File: config.mk
export PLATFORM = sky130hd
export DESIGN_NAME = axi_lite_ctrl_master_flat
export DESIGN_NICKNAME = d
export VERILOG_FILES = /design/src/rtl/axi_lite_ctrl_master_if.sv /design/src/rtl/axi_lite_ctrl_master.sv /design/src/flat_wrapper.sv
export SDC_FILE = /design/constraint.sdc
export NUM_CORES = 1
export LEC_CHECK = 0
export BUFFER_PORTS_ARGS = -buffer_cell sky130_fd_sc_hd__clkbuf_2
export CORE_AREA = 4 4 93 95
export DETAILED_ROUTE_END_ITERATION = 8
export DIE_AREA = 0 0 97 99
export HOLD_SLACK_MARGIN = 0.1
export PLACE_DENSITY = 0.82
export RECOVER_POWER = 50
export SYNTH_ARGS = -nofsm -noshare
export SYNTH_HDL_FRONTEND = slang
export SYNTH_SLANG_ARGS = --single-unit
File: constraint.sdc
create_clock -name AXI_CTRL_ACLK -period 3.3 [get_ports AXI_CTRL_ACLK]
set_input_delay 0.495 -clock AXI_CTRL_ACLK [delete_from_list [all_inputs] [get_ports AXI_CTRL_ACLK]]
set_output_delay 0.495 -clock AXI_CTRL_ACLK [all_outputs]
set_load 0.01 [all_outputs]
File: src/rtl/axi_lite_ctrl_master_if.sv
`default_nettype none
// ============================================================================
// axi_lite_ctrl_master_if : command/result port plus 32-bit AXI4-Lite control bus
// Rev 1.0 : initial release
// ============================================================================
interface axi_lite_ctrl_master_if #(
  parameter int ADDR_W = 4
);
  logic              CMD_VALID;
  logic              CMD_READY;
  logic              CMD_WRITE;
  logic [ADDR_W-1:0] CMD_ADDR;
  logic [31:0]       CMD_WDATA;
  logic [3:0]        CMD_WSTRB;

  logic              RSP_VALID;
  logic              RSP_READY;
  logic [31:0]       RSP_RDATA;
  logic [1:0]        RSP_RESP;
  logic              RSP_TIMEOUT;

  logic [ADDR_W-1:0] AXI_CTRL_AWADDR;
  logic [2:0]        AXI_CTRL_AWPROT;
  logic              AXI_CTRL_AWVALID;
  logic              AXI_CTRL_AWREADY;
  logic [31:0]       AXI_CTRL_WDATA;
  logic [3:0]        AXI_CTRL_WSTRB;
  logic              AXI_CTRL_WVALID;
  logic              AXI_CTRL_WREADY;
  logic [1:0]        AXI_CTRL_BRESP;
  logic              AXI_CTRL_BVALID;
  logic              AXI_CTRL_BREADY;
  logic [ADDR_W-1:0] AXI_CTRL_ARADDR;
  logic [2:0]        AXI_CTRL_ARPROT;
  logic              AXI_CTRL_ARVALID;
  logic              AXI_CTRL_ARREADY;
  logic [31:0]       AXI_CTRL_RDATA;
  logic [1:0]        AXI_CTRL_RRESP;
  logic              AXI_CTRL_RVALID;
  logic              AXI_CTRL_RREADY;

  modport master (
    input  CMD_VALID, CMD_WRITE, CMD_ADDR, CMD_WDATA, CMD_WSTRB, RSP_READY,
    input  AXI_CTRL_AWREADY, AXI_CTRL_WREADY, AXI_CTRL_BRESP, AXI_CTRL_BVALID,
    input  AXI_CTRL_ARREADY, AXI_CTRL_RDATA, AXI_CTRL_RRESP, AXI_CTRL_RVALID,
    output CMD_READY, RSP_VALID, RSP_RDATA, RSP_RESP, RSP_TIMEOUT,
    output AXI_CTRL_AWADDR, AXI_CTRL_AWPROT, AXI_CTRL_AWVALID,
    output AXI_CTRL_WDATA, AXI_CTRL_WSTRB, AXI_CTRL_WVALID, AXI_CTRL_BREADY,
    output AXI_CTRL_ARADDR, AXI_CTRL_ARPROT, AXI_CTRL_ARVALID, AXI_CTRL_RREADY
  );

  modport slave (
    output CMD_VALID, CMD_WRITE, CMD_ADDR, CMD_WDATA, CMD_WSTRB, RSP_READY,
    output AXI_CTRL_AWREADY, AXI_CTRL_WREADY, AXI_CTRL_BRESP, AXI_CTRL_BVALID,
    output AXI_CTRL_ARREADY, AXI_CTRL_RDATA, AXI_CTRL_RRESP, AXI_CTRL_RVALID,
    input  CMD_READY, RSP_VALID, RSP_RDATA, RSP_RESP, RSP_TIMEOUT,
    input  AXI_CTRL_AWADDR, AXI_CTRL_AWPROT, AXI_CTRL_AWVALID,
    input  AXI_CTRL_WDATA, AXI_CTRL_WSTRB, AXI_CTRL_WVALID, AXI_CTRL_BREADY,
    input  AXI_CTRL_ARADDR, AXI_CTRL_ARPROT, AXI_CTRL_ARVALID, AXI_CTRL_RREADY
  );
endinterface
`default_nettype wire

File: src/rtl/axi_lite_ctrl_master.sv
`default_nettype none
// ============================================================================
// axi_lite_ctrl_master : single-outstanding AXI4-Lite initiator, command in / result out.
// Optional watchdog: define AXI_CTRL_MASTER_TIMEOUT_EN.   Rev 1.0 : initial release
// ============================================================================
module axi_lite_ctrl_master #(
  parameter int ADDR_W  = 4,
  parameter int TIMEOUT = 255
) (
  input logic                    AXI_CTRL_ACLK,
  input logic                    AXI_CTRL_ARESET,
  axi_lite_ctrl_master_if.master bus
);

  typedef enum logic [2:0] {
    S_IDLE  = 3'd0,
    S_WADDR = 3'd1,
    S_WRESP = 3'd2,
    S_RADDR = 3'd3,
    S_RDATA = 3'd4,
    S_DONE  = 3'd5
  } state_t;

  if ((TIMEOUT < 1) || (TIMEOUT > 65535)) begin : g_timeout_range_check
    $error("axi_lite_ctrl_master: TIMEOUT must lie in 1..65535");
  end

  state_t            state_q, state_d;
  logic              cmd_ready_q, cmd_ready_d;
  logic              awvalid_q, awvalid_d;
  logic              wvalid_q, wvalid_d;
  logic              bready_q, bready_d;
  logic              arvalid_q, arvalid_d;
  logic              rready_q, rready_d;
  logic              rsp_valid_q, rsp_valid_d;
  logic [ADDR_W-1:0] addr_q, addr_d;
  logic [31:0]       wdata_q, wdata_d;
  logic [3:0]        wstrb_q, wstrb_d;
  logic [31:0]       rdata_q, rdata_d;
  logic [1:0]        resp_q, resp_d;

`ifdef AXI_CTRL_MASTER_TIMEOUT_EN
  localparam logic [16:0] c_TIMEOUT = 17'(TIMEOUT);
  logic [15:0] cnt_q, cnt_d;
  logic [16:0] cnt_inc;
  logic        tmo_q, tmo_d;
`endif

  always_comb begin
    state_d   = state_q;
    awvalid_d = awvalid_q;
    wvalid_d  = wvalid_q;
    arvalid_d = arvalid_q;
    addr_d    = addr_q;
    wdata_d   = wdata_q;
    wstrb_d   = wstrb_q;
    rdata_d   = rdata_q;
    resp_d    = resp_q;

    case (state_q)
      S_IDLE: begin
        if (bus.CMD_VALID && cmd_ready_q) begin
          addr_d  = bus.CMD_ADDR;
          wdata_d = bus.CMD_WDATA;
          wstrb_d = bus.CMD_WSTRB;
          if (bus.CMD_WRITE) begin
            state_d   = S_WADDR;
            awvalid_d = 1'b1;
            wvalid_d  = 1'b1;
          end else begin
            state_d   = S_RADDR;
            arvalid_d = 1'b1;
          end
        end
      end
      S_WADDR: begin
        // AW and W retire independently; leave once neither is pending
        awvalid_d = awvalid_q && !bus.AXI_CTRL_AWREADY;
        wvalid_d  = wvalid_q && !bus.AXI_CTRL_WREADY;
        if (!awvalid_d && !wvalid_d) begin
          state_d = S_WRESP;
        end
      end
      S_WRESP: begin
        if (bus.AXI_CTRL_BVALID && bready_q) begin
          resp_d  = bus.AXI_CTRL_BRESP;
          rdata_d = '0;
          state_d = S_DONE;
        end
      end
      S_RADDR: begin
        if (bus.AXI_CTRL_ARREADY) begin
          arvalid_d = 1'b0;
          state_d   = S_RDATA;
        end
      end
      S_RDATA: begin
        if (bus.AXI_CTRL_RVALID && rready_q) begin
          rdata_d = bus.AXI_CTRL_RDATA;
          resp_d  = bus.AXI_CTRL_RRESP;
          state_d = S_DONE;
        end
      end
      S_DONE: begin
        if (bus.RSP_READY) begin
          state_d = S_IDLE;
        end
      end
      default: state_d = S_IDLE;
    endcase

`ifdef AXI_CTRL_MASTER_TIMEOUT_EN
    cnt_d   = cnt_q;
    tmo_d   = tmo_q;
    cnt_inc = {1'b0, cnt_q} + 17'd1;
    if (state_q == S_IDLE) begin
      if (bus.CMD_VALID && cmd_ready_q) begin
        cnt_d = '0;
      end
    end else if (state_q != S_DONE) begin
      cnt_d = cnt_inc[15:0];
      // A response arriving on the expiry cycle still wins over the abandon
      if ((cnt_inc >= c_TIMEOUT) && (state_d != S_DONE)) begin
        state_d   = S_DONE;
        awvalid_d = 1'b0;
        wvalid_d  = 1'b0;
        arvalid_d = 1'b0;
        rdata_d   = '0;
        resp_d    = 2'b10;
        tmo_d     = 1'b1;
      end
    end else if (bus.RSP_READY) begin
      tmo_d = 1'b0;
    end
`endif

    bready_d    = (state_d == S_WRESP);
    rready_d    = (state_d == S_RDATA);
    rsp_valid_d = (state_d == S_DONE);
    cmd_ready_d = (state_d == S_IDLE);
  end

  always_ff @(posedge AXI_CTRL_ACLK or posedge AXI_CTRL_ARESET) begin
    if (AXI_CTRL_ARESET) begin
      state_q     <= S_IDLE;
      cmd_ready_q <= 1'b0;
      awvalid_q   <= 1'b0;
      wvalid_q    <= 1'b0;
      bready_q    <= 1'b0;
      arvalid_q   <= 1'b0;
      rready_q    <= 1'b0;
      rsp_valid_q <= 1'b0;
      addr_q      <= '0;
      wdata_q     <= '0;
      wstrb_q     <= '0;
      rdata_q     <= '0;
      resp_q      <= '0;
    end else begin
      state_q     <= state_d;
      cmd_ready_q <= cmd_ready_d;
      awvalid_q   <= awvalid_d;
      wvalid_q    <= wvalid_d;
      bready_q    <= bready_d;
      arvalid_q   <= arvalid_d;
      rready_q    <= rready_d;
      rsp_valid_q <= rsp_valid_d;
      addr_q      <= addr_d;
      wdata_q     <= wdata_d;
      wstrb_q     <= wstrb_d;
      rdata_q     <= rdata_d;
      resp_q      <= resp_d;
    end
  end

`ifdef AXI_CTRL_MASTER_TIMEOUT_EN
  always_ff @(posedge AXI_CTRL_ACLK or posedge AXI_CTRL_ARESET) begin
    if (AXI_CTRL_ARESET) begin
      cnt_q <= '0;
      tmo_q <= 1'b0;
    end else begin
      cnt_q <= cnt_d;
      tmo_q <= tmo_d;
    end
  end
  assign bus.RSP_TIMEOUT = tmo_q;
`else
  assign bus.RSP_TIMEOUT = 1'b0;
`endif

  assign bus.CMD_READY        = cmd_ready_q;
  assign bus.RSP_VALID        = rsp_valid_q;
  assign bus.RSP_RDATA        = rdata_q;
  assign bus.RSP_RESP         = resp_q;
  assign bus.AXI_CTRL_AWADDR  = addr_q;
  assign bus.AXI_CTRL_AWPROT  = 3'b000;
  assign bus.AXI_CTRL_AWVALID = awvalid_q;
  assign bus.AXI_CTRL_WDATA   = wdata_q;
  assign bus.AXI_CTRL_WSTRB   = wstrb_q;
  assign bus.AXI_CTRL_WVALID  = wvalid_q;
  assign bus.AXI_CTRL_BREADY  = bready_q;
  assign bus.AXI_CTRL_ARADDR  = addr_q;
  assign bus.AXI_CTRL_ARPROT  = 3'b000;
  assign bus.AXI_CTRL_ARVALID = arvalid_q;
  assign bus.AXI_CTRL_RREADY  = rready_q;

endmodule
`default_nettype wire

File: src/flat_wrapper.sv
// flat-port wrapper written by rule: the top's interface ports become plain ports
module axi_lite_ctrl_master_flat 
#(
  parameter int ADDR_W  = 4,
  parameter int TIMEOUT = 255
)
  (AXI_CTRL_ACLK, AXI_CTRL_ARESET, bus_CMD_VALID, bus_CMD_WRITE, bus_CMD_ADDR, bus_CMD_WDATA, bus_CMD_WSTRB, bus_RSP_READY, bus_AXI_CTRL_AWREADY, bus_AXI_CTRL_WREADY, bus_AXI_CTRL_BRESP, bus_AXI_CTRL_BVALID, bus_AXI_CTRL_ARREADY, bus_AXI_CTRL_RDATA, bus_AXI_CTRL_RRESP, bus_AXI_CTRL_RVALID, bus_CMD_READY, bus_RSP_VALID, bus_RSP_RDATA, bus_RSP_RESP, bus_RSP_TIMEOUT, bus_AXI_CTRL_AWADDR, bus_AXI_CTRL_AWPROT, bus_AXI_CTRL_AWVALID, bus_AXI_CTRL_WDATA, bus_AXI_CTRL_WSTRB, bus_AXI_CTRL_WVALID, bus_AXI_CTRL_BREADY, bus_AXI_CTRL_ARADDR, bus_AXI_CTRL_ARPROT, bus_AXI_CTRL_ARVALID, bus_AXI_CTRL_RREADY);
  axi_lite_ctrl_master_if #(.ADDR_W(ADDR_W)) bus_i ();
  input logic AXI_CTRL_ACLK;
  input logic AXI_CTRL_ARESET;
  input wire logic [$bits(bus_i.CMD_VALID)-1:0] bus_CMD_VALID;
  input wire logic [$bits(bus_i.CMD_WRITE)-1:0] bus_CMD_WRITE;
  input wire logic [$bits(bus_i.CMD_ADDR)-1:0] bus_CMD_ADDR;
  input wire logic [$bits(bus_i.CMD_WDATA)-1:0] bus_CMD_WDATA;
  input wire logic [$bits(bus_i.CMD_WSTRB)-1:0] bus_CMD_WSTRB;
  input wire logic [$bits(bus_i.RSP_READY)-1:0] bus_RSP_READY;
  input wire logic [$bits(bus_i.AXI_CTRL_AWREADY)-1:0] bus_AXI_CTRL_AWREADY;
  input wire logic [$bits(bus_i.AXI_CTRL_WREADY)-1:0] bus_AXI_CTRL_WREADY;
  input wire logic [$bits(bus_i.AXI_CTRL_BRESP)-1:0] bus_AXI_CTRL_BRESP;
  input wire logic [$bits(bus_i.AXI_CTRL_BVALID)-1:0] bus_AXI_CTRL_BVALID;
  input wire logic [$bits(bus_i.AXI_CTRL_ARREADY)-1:0] bus_AXI_CTRL_ARREADY;
  input wire logic [$bits(bus_i.AXI_CTRL_RDATA)-1:0] bus_AXI_CTRL_RDATA;
  input wire logic [$bits(bus_i.AXI_CTRL_RRESP)-1:0] bus_AXI_CTRL_RRESP;
  input wire logic [$bits(bus_i.AXI_CTRL_RVALID)-1:0] bus_AXI_CTRL_RVALID;
  output wire logic [$bits(bus_i.CMD_READY)-1:0] bus_CMD_READY;
  output wire logic [$bits(bus_i.RSP_VALID)-1:0] bus_RSP_VALID;
  output wire logic [$bits(bus_i.RSP_RDATA)-1:0] bus_RSP_RDATA;
  output wire logic [$bits(bus_i.RSP_RESP)-1:0] bus_RSP_RESP;
  output wire logic [$bits(bus_i.RSP_TIMEOUT)-1:0] bus_RSP_TIMEOUT;
  output wire logic [$bits(bus_i.AXI_CTRL_AWADDR)-1:0] bus_AXI_CTRL_AWADDR;
  output wire logic [$bits(bus_i.AXI_CTRL_AWPROT)-1:0] bus_AXI_CTRL_AWPROT;
  output wire logic [$bits(bus_i.AXI_CTRL_AWVALID)-1:0] bus_AXI_CTRL_AWVALID;
  output wire logic [$bits(bus_i.AXI_CTRL_WDATA)-1:0] bus_AXI_CTRL_WDATA;
  output wire logic [$bits(bus_i.AXI_CTRL_WSTRB)-1:0] bus_AXI_CTRL_WSTRB;
  output wire logic [$bits(bus_i.AXI_CTRL_WVALID)-1:0] bus_AXI_CTRL_WVALID;
  output wire logic [$bits(bus_i.AXI_CTRL_BREADY)-1:0] bus_AXI_CTRL_BREADY;
  output wire logic [$bits(bus_i.AXI_CTRL_ARADDR)-1:0] bus_AXI_CTRL_ARADDR;
  output wire logic [$bits(bus_i.AXI_CTRL_ARPROT)-1:0] bus_AXI_CTRL_ARPROT;
  output wire logic [$bits(bus_i.AXI_CTRL_ARVALID)-1:0] bus_AXI_CTRL_ARVALID;
  output wire logic [$bits(bus_i.AXI_CTRL_RREADY)-1:0] bus_AXI_CTRL_RREADY;
  assign bus_i.CMD_VALID = bus_CMD_VALID;
  assign bus_i.CMD_WRITE = bus_CMD_WRITE;
  assign bus_i.CMD_ADDR = bus_CMD_ADDR;
  assign bus_i.CMD_WDATA = bus_CMD_WDATA;
  assign bus_i.CMD_WSTRB = bus_CMD_WSTRB;
  assign bus_i.RSP_READY = bus_RSP_READY;
  assign bus_i.AXI_CTRL_AWREADY = bus_AXI_CTRL_AWREADY;
  assign bus_i.AXI_CTRL_WREADY = bus_AXI_CTRL_WREADY;
  assign bus_i.AXI_CTRL_BRESP = bus_AXI_CTRL_BRESP;
  assign bus_i.AXI_CTRL_BVALID = bus_AXI_CTRL_BVALID;
  assign bus_i.AXI_CTRL_ARREADY = bus_AXI_CTRL_ARREADY;
  assign bus_i.AXI_CTRL_RDATA = bus_AXI_CTRL_RDATA;
  assign bus_i.AXI_CTRL_RRESP = bus_AXI_CTRL_RRESP;
  assign bus_i.AXI_CTRL_RVALID = bus_AXI_CTRL_RVALID;
  assign bus_CMD_READY = bus_i.CMD_READY;
  assign bus_RSP_VALID = bus_i.RSP_VALID;
  assign bus_RSP_RDATA = bus_i.RSP_RDATA;
  assign bus_RSP_RESP = bus_i.RSP_RESP;
  assign bus_RSP_TIMEOUT = bus_i.RSP_TIMEOUT;
  assign bus_AXI_CTRL_AWADDR = bus_i.AXI_CTRL_AWADDR;
  assign bus_AXI_CTRL_AWPROT = bus_i.AXI_CTRL_AWPROT;
  assign bus_AXI_CTRL_AWVALID = bus_i.AXI_CTRL_AWVALID;
  assign bus_AXI_CTRL_WDATA = bus_i.AXI_CTRL_WDATA;
  assign bus_AXI_CTRL_WSTRB = bus_i.AXI_CTRL_WSTRB;
  assign bus_AXI_CTRL_WVALID = bus_i.AXI_CTRL_WVALID;
  assign bus_AXI_CTRL_BREADY = bus_i.AXI_CTRL_BREADY;
  assign bus_AXI_CTRL_ARADDR = bus_i.AXI_CTRL_ARADDR;
  assign bus_AXI_CTRL_ARPROT = bus_i.AXI_CTRL_ARPROT;
  assign bus_AXI_CTRL_ARVALID = bus_i.AXI_CTRL_ARVALID;
  assign bus_AXI_CTRL_RREADY = bus_i.AXI_CTRL_RREADY;
  axi_lite_ctrl_master #(.ADDR_W(ADDR_W), .TIMEOUT(TIMEOUT)) u_core (.AXI_CTRL_ACLK(AXI_CTRL_ACLK), .AXI_CTRL_ARESET(AXI_CTRL_ARESET), .bus(bus_i));
endmodule
==> results.yml, run 1 <==
timing:
  rsz0062_at_grt: "no"
  slew_headroom: 0.3116
  fin_crit_sh: 0.5946
  skew_ns: 0.01209
  tightest_slew_ns: 1.033
  hold_viol: 0
  final.min_clock_period_ns: 1.962
  maxSlewViolCount: 0
  setup_tns_ns: 0
  setup_viol: 0
  fmax_ghz: 0.5096
  holdWs_ns: 0.3246
worst_setup_path:
  crit_cells: 4
  worstRegToRegCells: 5
  cpPeakStageDelay_ns: 0.85
  arrival_ns: 2.28
  reg2reg_setup_slack_ns: 1.41
  slowest_stage: "clkbuf_2"
  endpoint_kind: "asynchronous set/reset pin"
  endpoint: "u_core.bus.AXI_CTRL_WDATA[24]"
  crit_chain: "dlygate4sd3_1 > clkbuf_2 > clkinvlp_2 > clkbuf_2"
  critPathTopFamily: "buffers and inverters"
  cp-startpoint: "AXI_CTRL_ARESET"
  worstPathRequired_ns: 3.62
  path_buf_inv: 4
  critPathMaxFanout: 43
  cp_common_cell: "clkbuf_2"
  worstReg2RegEnd: "u_core.bus.RSP_RDATA[19]"
  rr_startpoint: "u_core.state_q[1]"
  criticalPathCategory: "primary input to asynchronous set/reset pin"
  cp-start-kind: "primary input"
finish:
  final_nets: 621
  n_antenna_cell: 0
  fillers: 716
  drive_gt1_frac: 0.2204
  area_growth_pct: 28.18
routing:
  first_pass_iters: 4
  viasPerCell: 4.695
  drc: 0
  ant_nets: 0
  num_vias: 3014
  drt-initial-drc-count: 90
  drt-total-wl_um: 8441
  avgRoutedWirePerCell_um: 13.15
placed_design:
  io_buffers: 170
  hpwl_um: 6352
  routabilityCongestion: 0.8374
clock_network:
  cts_buffer_depth: 2
  clk-insertion-delay-late_ns: 0.34
  cts_tree: "yes"
  cts.repair.resized: 0
  root_buffer: "clkbuf_8"
  clock-sinks: 84
  path_clk_slew_ns: 0.08
  numCtsBuffers: 9
  h-tree-depth: 3
logic_synthesis:
  syn-mean-instance-area_um2: 9.334
  ys.flop_type: "dfrtp_1"
  async_reset_ff_frac: 1.000
  ys_ff_latch: 84
  ys_seq_area_frac: 0.6054
  syn-cell-area_um2: 3472
  synth-edff-count: 0
  ys_warn_count: 0
  ys_types: 31
  syn_inst: 372
global_routing:
  grt_max_degree: 69
  grt_pass1_vias: 2981
  grt_pass1_wl_um: 14030
  grt_antenna_before_repair: 0
  grtUsageTotal: 0.1812
  grt_overflow: 0
floorplanning:
  die-area_um2: 9603
  fp.dieH_um: 99
  initial_core_util: 0.4493
  die_w_um: 97
  pin_count: 178
  num_rows: 32
  core_area_um2: 7727
status:
  outcome: "finished clean"
min_path:
  hold_path.class: "primary input to register"
pwr:
  p_leak_nw: 2.284
  power_density_nw_per_um2: 921.4
  irDropWorstVdd_uv: 454.6
flow_run:
  cap_violations: 0
==> cell families after synthesis <==
group                  Yosys count  synth area share
AND/OR/NAND/NOR                174            0.2184
other                            1          0.001080
buffers and inverters           66           0.09478
flip-flops                      84            0.6054
multiplexers                     2          0.005766
AO/OA/AOI/OAI                   45           0.07460
==> flip-flops by register name, indices dropped and copies added (netlist names) <==
signal	count
u_core.bus.AXI_CTRL_ARADDR	4
u_core.bus.AXI_CTRL_ARVALID	1
u_core.bus.AXI_CTRL_AWVALID	1
u_core.bus.AXI_CTRL_BREADY	1
u_core.bus.AXI_CTRL_RREADY	1
u_core.bus.AXI_CTRL_WDATA	32
u_core.bus.AXI_CTRL_WSTRB	4
u_core.bus.AXI_CTRL_WVALID	1
u_core.bus.CMD_READY	1
u_core.bus.RSP_RDATA	32
u_core.bus.RSP_RESP	2
u_core.bus.RSP_VALID	1
u_core.state_q	3
==> Yosys cell counts (2+ instances only) <==
cell,instances,area share
dfrtp_1,84,0.61
buf_6,4,0.013
mux2i_1,2,0.0058
nand4_1,3,0.0054
nand2_1,121,0.13
nor4bb_1,2,0.0058
buf_4,11,0.024
buf_2,8,0.012
a21oi_2,2,0.0050
clkbuf_1,8,0.0086
inv_1,35,0.038
o21ai_0,31,0.045
nand3_1,33,0.048
a21oi_1,5,0.0072
and2_1,2,0.0036
nand2b_1,2,0.0036
nor3b_1,2,0.0043
nor2_1,4,0.0043
==> layer usage <==
metal	up-vias	GRT usage	share of wire
met5	-	0	0
met4	0	0.06479	0.012
met3	8	0.08209	0.12
met2	151	0.2893	0.45
met1	1366	0.2177	0.42
li1	1489	-	-
==> placed cells by master (no fill, tap or decap), drive strengths merged <==
cell	instances
dfrtp	84
nand2b	2
clkinvlp	2
and2	2
nand3	33
and4	1
a211o	1
dlygate4sd3	1
nor2	4
clkinv	4
conb	7
a41oi	1
o21a	1
a21oi	7
nor3b	3
mux2i	2
buf	5
nor4bb	2
a32o	2
nor3	1
nor2b	1
a21bo	1
nand2	121
nand3b	1
clkbuf	180
o21ai	32
inv	34
bufinv	2
nand4	3
==> worst min path at each step <==
stage / depth (start not counted) / endpoint / from
finish: 2 / u_core.bus.AXI_CTRL_AWVALID / bus_AXI_CTRL_AWREADY
global route: 2 / u_core.bus.AXI_CTRL_WVALID / bus_AXI_CTRL_WREADY
CTS: 2 / u_core.bus.AXI_CTRL_AWVALID / bus_AXI_CTRL_AWREADY
detailed placement: 2 / u_core.bus.AXI_CTRL_ARADDR[3] / AXI_CTRL_ARESET
global placement: 2 / u_core.bus.AXI_CTRL_ARADDR[3] / AXI_CTRL_ARESET
floorplan: 2 / u_core.bus.AXI_CTRL_WDATA[0] / u_core.bus.AXI_CTRL_WDATA[0]
==> power by group <==
part	switching [mW]	leakage (nW)	internal [mW]
registers	0.293	1.07	1.52
logic	0.972	1.11	0.536
clock network	0.351	0.109	0.423
total	1.62	2.28	2.48
==> final cells by class <==
| type | count | area, um2 | share of cell area |
|---|---|---|---|
| Sequential cell | 84 | 2102 | 0.4723 |
| Tap cell | 102 | 127.6 | 0.02868 |
| Timing Repair Buffer | 177 | 803.3 | 0.1805 |
| Clock inverter | 7 | 91.34 | 0.02052 |
| Multi-Input combinational cell | 228 | 1070 | 0.2404 |
| Inverter | 35 | 132.6 | 0.02980 |
| Clock buffer | 9 | 123.9 | 0.02783 |
==> per-stage QoR <==
stage / util / cell area, um2 / setup slack (ns) / std cells / total power [mW]
finish: 0.5759 / 4451 / 1.338 / 642 / 4.101
CTS: 0.5892 / 4553 / 1.367 / 642 / 4.277
global placement: 0.5601 / 4328 / 1.579 / 625 / 3.419
detailed placement: 0.5601 / 4328 / 1.387 / 625 / 3.488
floorplan: - / 3495 / 0.6399 / 378 / 2.769
global route: 0.5759 / 4451 / 1.036 / 642 / 4.456
==> what timing repair did <==
action                                 CTS  global route
hold buffers                             1             0
endpoints found under the hold margin    8             0
setup endpoints to repair                0             0
setup buffers                            0             0
(Power assumes the default switching activity.)
==> run 2: changes to the inputs <==
ABC_AREA = 1   (was default)
CORE_AREA = 4 4 94 96   (was 4 4 93 95)
DIE_AREA = 0 0 98 100   (was 0 0 97 99)
clock period = 2 ns   (was 3.3 ns; I/O delays follow)
==> run 2 against run 1 <==
Compared with the run above: via count grew 7.8%; combinational power grew 51%; clock skew grew 0.0062 ns; clock-buffer cell count grew 2; sequential share of layout area shrank 1.6 points; sequential power grew 53%; clock power grew 70%; setup slack lost 0.91 ns; cell count grew 5.9%; global-route usage grew 1.3 points; power grew 56%.
==> results.yml, run 2 <==
placed_design:
  placed_area_um2: 4446
  io_buffers: 170
  numPlacedInstances: 663
  hpwl_um: 7120
  routabilityCongestion: 0.8415
  place_ws_ns: 0.4513
clock_network:
  clk-insertion-delay-late_ns: 0.34
  clock-sinks: 84
  h-tree-depth: 3
  cts.repair.resized: 0
  numCtsBuffers: 9
  cts_tree: "yes"
  root_buffer: "clkbuf_8"
  path_clk_slew_ns: 0.10
  cts_buffer_depth: 2
global_routing:
  grt_pass1_vias: 3296
  grt_pass1_wl_um: 15370
  grtUsageTotal: 0.1940
  grt_overflow: 0
  grt_antenna_before_repair: 0
  grt_max_degree: 41
logic_synthesis:
  synth-edff-count: 0
  synth_most_common_cell: "nand2_1"
  async_reset_ff_frac: 1.000
  ys_seq_area_frac: 0.5932
  ys_ff_latch: 84
  yosys.area.top_type: "dfrtp_1"
  syn-mean-instance-area_um2: 8.771
  ys_types: 24
  synth_top_cells_by_count: "nand2_1, dfrtp_1, nand3_1, buf_2, buf_4"
  netlist.area_leader.share: 0.5932
  synth.area.top_cells: "dfrtp_1, nand2_1, nand3_1"
  syn-cell-area_um2: 3543
  ys_warn_count: 0
  syn_inst: 404
  ys.flop_type: "dfrtp_1"
finish:
  fillers: 771
  layoutNonFillerInstCount: 680
  seq_area_um2: 2102
  area_growth_pct: 29.87
  n_antenna_cell: 0
  multi_input_area_um2: 1212
  mostFrequentLayoutCell: "nand2_1"
  fin_util: 0.5716
  final_nets: 656
  design_area_um2: 4602
  final_cell_mix: "nand2_1, clkbuf_2, dfrtp_1"
  drive_gt1_frac: 0.2574
pwr:
  total_power_mw: 6.389
  p_leak_nw: 2.609
  power_density_nw_per_um2: 1388
  irDropWorstVdd_uv: 672.1
timing:
  setup_tns_ns: 0
  fmax_ghz: 0.6378
  setup_viol: 0
  hold_viol: 0
  rsz0062_at_grt: "no"
  holdWs_ns: 0.1558
  final.min_clock_period_ns: 1.568
  worst_slack_ns: 0.4320
  slew_headroom: 0.2566
  maxSlewViolCount: 0
  tightest_slew_ns: 1.109
  skew_ns: 0.01828
  fin_crit_sh: 0.7840
routing:
  avgRoutedWirePerCell_um: 13.75
  drt-initial-drc-count: 180
  maxUsedRoutingLayer: "met4"
  viasPerCell: 4.779
  drt-total-wl_um: 9352
  ant_nets: 0
  met1Wirelength_um: 3507
  wl_met2_um: 4766
  drc: 0
  wl_met3_um: 717
  first_pass_iters: 4
  num_vias: 3250
min_path:
  hold_path.class: "primary input to register"
worst_setup_path:
  path_buf_inv: 2
  worstPathRequired_ns: 2.26
  arrival_ns: 1.83
  endpoint_kind: "register"
  critPathTopFamily: "buffers and inverters"
  criticalPathCategory: "register to register"
  cp-start-kind: "register"
  cp_common_cell: "nand2_1"
  cpPeakStageDelay_ns: 0.46
  slowest_stage: "dfrtp_1"
  critPathMaxFanout: 20
  crit_chain: "nor2_4 > nand2_1 > inv_2 > buf_4 > nand3_1 > nand2_1"
flow_run:
  cap_violations: 0
floorplanning:
  die-area_um2: 9800
  num_rows: 33
  fp.dieH_um: 100
  core_area_um2: 8051
  die_w_um: 98
  initial_core_util: 0.4401
  pin_count: 178
status:
  outcome: "finished clean"
-- run 2: layout make-up --
cell class | instances | area share
Sequential cell | 84 | 0.4568
Clock buffer | 11 | 0.03072
Clock inverter | 5 | 0.01822
Inverter | 14 | 0.01169
Timing Repair Buffer | 180 | 0.1906
Tap cell | 105 | 0.02855
Multi-Input combinational cell | 281 | 0.2635
-- run 2: worst paths after layout --
kind,start,endpoint,slack (ns),cells after the start
hold reg to reg,u_core.bus.AXI_CTRL_WDATA[28],u_core.bus.AXI_CTRL_WDATA[28],0.47,2
setup reg to reg,u_core.state_q[0],u_core.bus.RSP_RDATA[11],0.43,6
hold / removal,bus_CMD_WDATA[5],u_core.bus.AXI_CTRL_WDATA[5],0.16,3
setup / recovery,u_core.state_q[0],u_core.bus.RSP_RDATA[11],0.43,6
min in group asynchronous,AXI_CTRL_ARESET,u_core.bus.AXI_CTRL_WSTRB[2],0.73,3
max in group asynchronous,AXI_CTRL_ARESET,u_core.bus.RSP_RDATA[19],0.59,4
-- run 2: report_power, final --
group	switching, mW	internal (mW)	leakage [nW]
Combinational	1.46	0.824	1.41
Clock	0.580	0.743	0.106
Sequential	0.420	2.36	1.09
Total	2.46	3.93	2.61
-- run 2: repair_timing --
item / in CTS / in global routing
endpoints found under the setup margin: 0 / 0
setup buffers: 0 / 0
hold buffers: 1 / 0
hold endpoints to repair: 21 / 0
-- run 2: worst reg2reg max path, cell delays in order, from the launching register on --
cell	delay, ns
dfrtp_1	0.46
nor2_4	0.17
nand2_1	0.14
inv_2	0.24
buf_4	0.30
nand3_1	0.11
nand2_1	0.10
-- run 2: cell families after synthesis --
| logic type | count (synthesis) | synth area share |
|---|---|---|
| AO/OA/AOI/OAI | 7 | 0.01130 |
| buffers and inverters | 45 | 0.07097 |
| flip-flops | 84 | 0.5932 |
| other | 1 | 0.001058 |
| AND/OR/NAND/NOR | 267 | 0.3234 |
-- run 2: per-layer routing --
metal,vias up,track usage
met5,-,0
li1,1587,-
met3,30,0.05351
met4,0,0.1108
met2,142,0.3277
met1,1491,0.2224
==> run 3: changes to the inputs <==
clock period = 1.6 ns   (was 2 ns; I/O delays follow)
==> run 3 against run 2 <==
Compared with the run above: setup slack lost 0.36 ns; utilization grew 4.9 points; wire length grew 10%; sequential power grew 26%; hold slack lost 0.041 ns; combinational power grew 36%.
==> results.yml, run 3 (synthesized netlist as in run 2, its figures left out) <==
worst_setup_path:
  critPathMaxFanout: 30
  cp-startpoint: "u_core.state_q[0]"
  rr_startpoint: "u_core.state_q[0]"
  criticalPathCategory: "register to register"
  arrival_ns: 1.81
  worstPathRequired_ns: 1.88
  cp-start-kind: "register"
  endpoint_kind: "register"
placed_design:
  routabilityCongestion: 0.8413
  hpwl_um: 7003
  numPlacedInstances: 664
  io_buffers: 170
floorplanning:
  die-area_um2: 9800
  fp.dieH_um: 100
  core_area_um2: 8051
  die_w_um: 98
  initial_core_util: 0.4401
  pin_count: 178
  num_rows: 33
timing:
  fin_crit_sh: 0.9564
  skew_ns: 0.01420
  tightest_slew_ns: 0.7380
  setup_tns_ns: 0
  hold_viol: 0
  fmax_ghz: 0.6535
  rsz0062_at_grt: "yes"
  final.min_clock_period_ns: 1.530
  slew_headroom: 0.5080
  maxSlewViolCount: 0
  setup_viol: 0
global_routing:
  grt_antenna_before_repair: 0
  grt_pass1_vias: 3630
  grt_pass1_wl_um: 16990
  grt_overflow: 0
  grt_max_degree: 85
  grtUsageTotal: 0.2148
status:
  outcome: "finished clean"
routing:
  viasPerCell: 4.844
  drc: 0
  avgRoutedWirePerCell_um: 14.38
  num_vias: 3473
  first_pass_iters: 5
  drt-total-wl_um: 10310
  ant_nets: 0
  drt-initial-drc-count: 127
clock_network:
  numCtsBuffers: 9
  h-tree-depth: 3
  clk-insertion-delay-late_ns: 0.35
  root_buffer: "clkbuf_8"
  post_cts.repair.setup_buffers: 0
  path_clk_slew_ns: 0.09
  clock-sinks: 84
  cts_buffer_depth: 2
  cts_tree: "yes"
pwr:
  power_density_nw_per_um2: 1630
  p_leak_nw: 2.835
  irDropWorstVdd_uv: 787.5
finish:
  final_cell_mix: "nand2_1, clkbuf_2, dfrtp_1"
  layoutNonFillerInstCount: 717
  drive_gt1_frac: 0.2794
  final_nets: 693
  mostFrequentLayoutCell: "nand2_1"
  n_antenna_cell: 0
  multi_input_area_um2: 1221
  seq_area_um2: 2102
  area_growth_pct: 41.10
  fillers: 717
min_path:
  hold_path.class: "primary input to register"
  min_from: "bus_CMD_WDATA[16]"
flow_run:
  cap_violations: 0
run 3: cell types whose count changed in the layout (fill, tap and decap cells not counted), sizes merged:
| cell | before | now |
|---|---|---|
| bufinv | 2 | 1 |
| buf | 9 | 10 |
| inv | 14 | 15 |
| clkbuf | 181 | 182 |
| clkinvlp | 3 | 2 |
| dlygate4sd3 | 1 | 37 |
run 3: stage by stage:
stage	worst slack (ns)	util	total power, mW	instance area, um2	hold slack, ns
floorplan	0.3752	-	5.266	3570	0.3567
global placement	0.1790	0.5546	6.461	4466	0.3913
detailed placement	0.1300	0.5546	6.611	4466	0.4029
CTS	0.1036	0.6267	8.278	5046	0.1002
global route	-0.02060	0.6210	8.755	5000	0.1075
finish	0.06968	0.6210	8.151	5000	0.1144
run 3: where the power goes:
group	internal, mW	switching (mW)	leakage (nW)
Sequential	2.95	0.536	1.09
Combinational	1.19	1.90	1.64
Clock	0.820	0.756	0.104
run 3: final timing paths:
kind	to	slack (ns)	depth (start not counted)
min reg2reg	u_core.bus.AXI_CTRL_WDATA[28]	0.48	2
max	u_core.bus.AXI_CTRL_WSTRB[3]	0.07	6
min	u_core.bus.AXI_CTRL_WDATA[16]	0.11	3
max in group asynchronous	u_core.bus.RSP_RDATA[23]	0.42	4
max reg2reg	u_core.bus.AXI_CTRL_WSTRB[3]	0.07	6
min in group asynchronous	u_core.bus.AXI_CTRL_WVALID	0.68	4
run 3: cell type report:
cell class | instances | area share
well taps | 105 | 0.02628
repair buffers | 217 | 0.2553
clock buffers | 12 | 0.03103
multi-input cells | 281 | 0.2442
flip-flops and latches | 84 | 0.4204
clock inverters | 4 | 0.01101
inverters | 14 | 0.01176
run 3: critical path, stage by stage (launching register included):
cell	delay, ns
dfrtp_1	0.47
nor2_4	0.17
nand2_2	0.09
nor2_2	0.18
buf_4	0.34
nand2_1	0.12
nand2_1	0.09
run 3: layer usage:
layer,part of all wire,vias to the layer above,track usage
li1,-,1661,-
met1,0.37,1632,0.2421
met2,0.53,139,0.3838
met3,0.056,41,0.03961
met4,0.041,0,0.1203
met5,0,-,0
run 3: what timing repair did:
action / 4_1_cts / 5_1_grt
endpoints found under the hold margin: 120 / 0
hold buffers: 37 / 0
setup endpoints to repair: 0 / 7
gates resized for setup: 0 / 3
